--- src/rtl/pagerank_pkg.sv ---
// Shared types and helpers for the PageRank iteration scheduler and its models.
package pagerank_pkg;

  localparam int DATA_W = 64;

  typedef enum logic [2:0] {
    S_IDLE,
    S_CLEAR,
    S_LAUNCH,
    S_WAIT_THREADS,
    S_STREAM,
    S_WAIT_DAMP,
    S_CHECK,
    S_DONE
  } sched_state_t;

  // Unsigned fixed-point compare; equality counts as not converged.
  function automatic logic delta_converged(input logic [DATA_W-1:0] delta,
                                           input logic [DATA_W-1:0] epsilon);
    return delta < epsilon;
  endfunction

endpackage

--- src/rtl/thread_done_tracker.sv ---
// Pending-completion mask for the partition engines: set on launch, cleared per done bit.
module thread_done_tracker #(
  parameter int NUM_HW_THREADS = 8
) (
  input  logic                      clock,
  input  logic                      reset_n,
  input  logic                      set_all,
  input  logic                      track_en,
  input  logic                      clear,
  input  logic [NUM_HW_THREADS-1:0] thread_done,
  output logic                      all_done
);

  logic [NUM_HW_THREADS-1:0] pending;
  logic [NUM_HW_THREADS-1:0] pending_next;

  // all_done looks at the next mask so the last done moves the FSM on the same edge.
  always_comb begin
    pending_next = pending;
    if (set_all) begin
      pending_next = '1;
    end
    if (set_all || track_en) begin
      pending_next = pending_next & ~thread_done;
    end
    if (clear) begin
      pending_next = '0;
    end
  end

  assign all_done = (pending_next == '0);

  always_ff @(posedge clock or negedge reset_n) begin
    if (!reset_n) begin
      pending <= '0;
    end else begin
      pending <= pending_next;
    end
  end

endmodule

--- src/rtl/pagerank_iteration_scheduler.sv ---
// Per-iteration controller: launch partition engines, stream partials into damping,
// then decide between convergence, iteration cap, or another round.
module pagerank_iteration_scheduler
  import pagerank_pkg::*;
#(
  parameter int NUM_HW_THREADS = 8,
  parameter int ITER_W         = 16,
  parameter int THREAD_IDX_W   = (NUM_HW_THREADS > 1) ? $clog2(NUM_HW_THREADS) : 1
) (
  input  logic                      clock,
  input  logic                      reset_n,
  input  logic                      start,
  input  logic                      abort,
  input  logic [DATA_W-1:0]         epsilon,
  input  logic [ITER_W-1:0]         max_iterations,
  output logic [NUM_HW_THREADS-1:0] thread_start,
  input  logic [NUM_HW_THREADS-1:0] thread_done,
  output logic [THREAD_IDX_W-1:0]   stream_sel,
  output logic                      stream_start,
  output logic                      stream_done,
  output logic                      damp_clear,
  input  logic                      damp_complete,
  input  logic [DATA_W-1:0]         delta,
  output logic [ITER_W-1:0]         iteration_count,
  output logic                      busy,
  output logic                      done,
  output logic                      converged,
  output sched_state_t              state_dbg
);

  // Handshakes: thread_start is a one-cycle launch; each engine answers with
  // thread_done (pulse or level), honoured only while its pending bit is set.
  // damp_complete is a level that qualifies delta; damp_clear drops it.

  localparam logic [THREAD_IDX_W-1:0] LAST_SEL = THREAD_IDX_W'(NUM_HW_THREADS - 1);

  sched_state_t              state, state_next;
  logic [THREAD_IDX_W-1:0]   sel_q;
  logic [ITER_W-1:0]         iter_q, cap_q, iter_plus;
  logic [DATA_W-1:0]         eps_q, delta_q;
  logic                      conv_q;
  logic                      set_all, track_en, all_done;
  logic                      is_conv, hit_cap, take_start;

  thread_done_tracker #(
    .NUM_HW_THREADS(NUM_HW_THREADS)
  ) u_tracker (
    .clock      (clock),
    .reset_n    (reset_n),
    .set_all    (set_all),
    .track_en   (track_en),
    .clear      (abort),
    .thread_done(thread_done),
    .all_done   (all_done)
  );

  assign iter_plus  = iter_q + ITER_W'(1);
  assign is_conv    = delta_converged(delta_q, eps_q);
  assign hit_cap    = (iter_plus == cap_q);
  assign take_start = start && !abort && (state == S_IDLE || state == S_DONE);

  always_comb begin
    state_next   = state;
    thread_start = '0;
    damp_clear   = 1'b0;
    stream_start = 1'b0;
    stream_done  = 1'b0;
    set_all      = 1'b0;
    track_en     = 1'b0;
    case (state)
      S_IDLE, S_DONE: begin
        if (start) state_next = S_CLEAR;
      end
      S_CLEAR: begin
        damp_clear = 1'b1;
        state_next = S_LAUNCH;
      end
      S_LAUNCH: begin
        thread_start = '1;
        set_all      = 1'b1;
        state_next   = all_done ? S_STREAM : S_WAIT_THREADS;
      end
      S_WAIT_THREADS: begin
        track_en = 1'b1;
        if (all_done) state_next = S_STREAM;
      end
      S_STREAM: begin
        stream_start = (sel_q == '0);
        stream_done  = (sel_q == LAST_SEL);
        if (sel_q == LAST_SEL) state_next = S_WAIT_DAMP;
      end
      S_WAIT_DAMP: begin
        if (damp_complete) state_next = S_CHECK;
      end
      S_CHECK: begin
        state_next = (is_conv || hit_cap) ? S_DONE : S_CLEAR;
      end
      default: state_next = S_IDLE;
    endcase
    if (abort) begin
      state_next   = S_IDLE;
      thread_start = '0;
      damp_clear   = 1'b0;
      stream_start = 1'b0;
      stream_done  = 1'b0;
      set_all      = 1'b0;
      track_en     = 1'b0;
    end
  end

  always_ff @(posedge clock or negedge reset_n) begin
    if (!reset_n) begin
      state <= S_IDLE;
    end else begin
      state <= state_next;
    end
  end

  always_ff @(posedge clock or negedge reset_n) begin
    if (!reset_n) begin
      eps_q   <= '0;
      cap_q   <= '0;
      iter_q  <= '0;
      conv_q  <= 1'b0;
      delta_q <= '0;
      sel_q   <= '0;
    end else begin
      if (take_start) begin
        eps_q  <= epsilon;
        cap_q  <= (max_iterations == '0) ? ITER_W'(1) : max_iterations;
        iter_q <= '0;
        conv_q <= 1'b0;
      end
      if (state == S_WAIT_DAMP && damp_complete) begin
        delta_q <= delta;
      end
      if (state == S_CHECK && !abort) begin
        iter_q <= iter_plus;
        if (is_conv) conv_q <= 1'b1;
      end
      if (state == S_STREAM && !abort && sel_q != LAST_SEL) begin
        sel_q <= sel_q + THREAD_IDX_W'(1);
      end else begin
        sel_q <= '0;
      end
    end
  end

  assign stream_sel      = (state == S_STREAM) ? sel_q : '0;
  assign iteration_count = iter_q;
  assign converged       = conv_q;
  assign busy            = (state != S_IDLE) && (state != S_DONE);
  assign done            = (state == S_DONE);
  assign state_dbg       = state;

endmodule

--- config.mk ---
export PLATFORM = sky130hd
export DESIGN_NAME = pagerank_iteration_scheduler
export DESIGN_NICKNAME = d
export VERILOG_FILES = /design/src/rtl/pagerank_pkg.sv /design/src/rtl/thread_done_tracker.sv /design/src/rtl/pagerank_iteration_scheduler.sv
export SDC_FILE = /design/constraint.sdc
export NUM_CORES = 1
export LEC_CHECK = 0
export CORE_MARGIN = 5
export CORE_UTILIZATION = 52
export CTS_CLUSTER_SIZE = 14
export DETAILED_ROUTE_END_ITERATION = 16
export HOLD_SLACK_MARGIN = 0.05
export PLACE_DENSITY_LB_ADDON = 0.1
export SETUP_SLACK_MARGIN = 0.2
export SYNTH_ARGS = -nofsm -noshare
export SYNTH_HDL_FRONTEND = slang
export SYNTH_SLANG_ARGS = --single-unit
--- constraint.sdc ---
create_clock -name clock -period 3.5 [get_ports clock]
set_clock_uncertainty 0.2 [all_clocks]
set_input_delay 0.7 -clock clock [delete_from_list [all_inputs] [get_ports clock]]
set_output_delay 0.7 -clock clock [all_outputs]
set_load 0.01 [all_outputs]
==> metrics <==
cell taking the most area after synthesis dfrtp_1; DPL Wire Length 15000 um; fmax 0.317 GHz; initial antenna violation count 1; Reg power frac 39.4%; Hold Worst Slack 85.3 ps; Max rail drop VDD roughly 0.0004 V; die area slightly above 20000 um2; vias in the first global route between 6000 and 7000; critical path, cell by cell clkdlybuf4s50_1 -> buf_4 -> nor3_1 -> buf_4 -> clkdlybuf4s50_1; R2R Setup Slk 510 ps; Initial DRT Pass Iterations 6; detailed-route via count 6558; switching share of total power 31.7%; Post-CTS Repair Setup Buffers 0; gr usage total 20.1%; synth top area cells dfrtp_1, mux2_2, ha_1, inv_1, a21oi_1; first-pass GRT wire length between 30000 and 40000 um; Buffers on Ports 192; final critical-path share of the clock period 90.0%; Synth top area share 48.0%; Initial Util between 50% and 60%; Setup Total Neg Slack 0 ps; FP Rows 48; Placed Cells 1181; pre-CTS setup slack 352 ps; Mapped Nets around 1000; CP Capture Type primary output; Horiz. Die Dim roughly 140 um; Pint 5.87 mW; nets ~1200; commonest cells after routing, fill and taps aside clkdlybuf4s50_1, dfrtp_1, mux2_2; ys async rst share 100%; layout cells sized above 1 19.9%; placer congestion estimate approximately 0.8; Post-route DRC 0; nature of the critical path startpoint input pin; clock power share 22.6%; top_reg_cell synth dfrtp_1; Hold-fix buffers, CTS 0; largest net degree at the start of global routing 74; core area around 17000 um2; Power Density roughly 720 nW/um2; Arr. time, crit path between 2000 and 2500 ps; routed wl met3 1490 um; final setup violation count 0; cell leakage power ~5.4 nW; Cell Area, Synth 9120 um2; worst rel slew slack 50.2%; clock buffer depth 2; CTS tree yes; CP max stage cell clkdlybuf4s50_1; Fin. Hold Viols 0; number of max-cap violations 0; power share of the combinational group 37.9%; dpl cell area between 10000 and 15000 um2; final std cells w/o fill 1211; H-tree depth 4; Mapped Avg Cell Area around 11 um2; count of cell types in the netlist 57; Clock transition at path regs 70 ps; largest fanout on the critical path 15; Syn Inst Count 796; Iteration-0 DRC Markers 184; area grow syn2layout 29.9%; M1 WL around 8300 um; ANT nets after route 0; clk_lat worst skew 420 ps; Least-Margin Pin Slew 748 ps; CTS sink cnt 175; CP peak stage delay 540 ps; min cycle time layout 3150 ps; antenna cells 0; highest metal used met5; worst setup path class in2out; commonest non-fill, non-tap cell in the layout clkdlybuf4s50_1; CTS resizes 0; GR Overflow Total 0; final worst slack 350 ps; Worst Path Required about 2600 ps; status finished clean; Hold Crit Class in2async; post-route cell area ~12000 um2; Synth Register Bits 175; cts bufs inserted 17; # IOs 193; WL final 20100 um; sequential share of the synthesized area 48.0%; DR WL met2 slightly below 10000 um; Slew Limit Fails 0; routed vias/inst around 5.4; drt wl/cell between 15 and 20 um; RSZ-0062 raised after global routing no; number of synthesized flops with an enable pin 0; root buffer selected by CTS clkbuf_16; die height 142 um; Yosys warning count 0; Switch Pwr 2.72 mW
==> state kept, by name, indices dropped and copies added, names as in the netlist <==
register and flops:
cap_q 16, converged 1, delta_q 64, eps_q 64, iteration_count 16, sel_q 3
state_dbg 3, u_tracker.pending 8
==> layer usage <==
| metal | track usage, % | vias up |
|---|---|---|
| met5 | 0 | - |
| met4 | 6.25 | 2 |
| met3 | 5.78 | 23 |
| met2 | 34.2 | 178 |
| met1 | 24.8 | 3191 |
| li1 | - | 3164 |
==> cells in the mapped netlist, types with 2 or more instances <==
| cell | n |
|---|---|
| and4_2 | 2 |
| nor3b_1 | 4 |
| xor2_1 | 5 |
| and2_1 | 5 |
| o21a_1 | 10 |
| mux2i_1 | 3 |
| xnor2_1 | 10 |
| and4_1 | 3 |
| o21ai_0 | 34 |
| a31oi_1 | 2 |
| nor2_1 | 31 |
| a211oi_1 | 3 |
| inv_1 | 68 |
| buf_4 | 10 |
| or4_1 | 4 |
| and2_0 | 2 |
| nor2b_1 | 8 |
| clkbuf_1 | 18 |
| nand2b_1 | 2 |
| o31ai_1 | 8 |
| dfrtp_1 | 175 |
| nor3_1 | 11 |
| o41ai_1 | 5 |
| and3_1 | 7 |
| ha_1 | 67 |
| mux2_2 | 144 |
| nor4_1 | 7 |
| nand2_1 | 24 |
| nand4_1 | 16 |
| a21oi_1 | 41 |
| buf_2 | 12 |
| nand3_1 | 20 |
| a21o_1 | 11 |
==> cell type report <==
| class | count | area [um2] |
|---|---|---|
| fill | 1359 | 5390 |
| sequential | 175 | 4380 |
| inverter | 68 | 255 |
| tap | 225 | 282 |
| multi-input combinational | 511 | 4290 |
| timing repair buffer | 202 | 2040 |
| clock inverter | 9 | 135 |
| clock buffer | 21 | 470 |
==> cell families (layout without fill, tap and decap cells) <==
kind of cell | count (synthesis) | count (layout) | synth area share (%)
DFF | 175 | 175 | 48.0
and+or+nand+nor | 153 | 153 | 9.03
muxes | 147 | 147 | 18.1
AOI/OAI and AO/OA | 126 | 126 | 8.50
buffers and inverters | 110 | 300 | 5.20
adders and majority gates | 68 | 68 | 9.30
xor gates and xnor gates | 17 | 17 | 1.87
==> stage by stage <==
step,power [mW],util (%)
after floorplan,5.74,-
after global placement,6.58,65.2
after detailed placement,6.70,65.2
after CTS,8.70,68.7
after global routing,9.32,68.8
final,8.59,68.8
==> worst max-delay path: cells and delay by family <==
family,cells,cell delay [ps]
buf+inv,4,1360
simple gates,1,200
==> path summary, 6_finish.rpt <==
path | from | end | cells after the start
min reg2reg | u_tracker.pending[6] | u_tracker.pending[6] | 1
max reg2reg | delta_q[59] | state_dbg[1] | 9
min | reset_n | iteration_count[7] | 1
min in group clock | u_tracker.pending[6] | u_tracker.pending[6] | 1
max in group asynchronous | reset_n | delta_q[0] | 2
max | abort | thread_start[7] | 5
==> power groups by stage <==
stage	combinational [mW]	clock [mW]	sequential, mW
after floorplan	2.49	0	3.25
after global placement	3.19	0	3.39
after detailed placement	3.27	0	3.43
after CTS	3.32	1.99	3.39
after global routing	3.74	2.08	3.50
final	3.26	1.94	3.39
(Power assumes the default switching activity.)
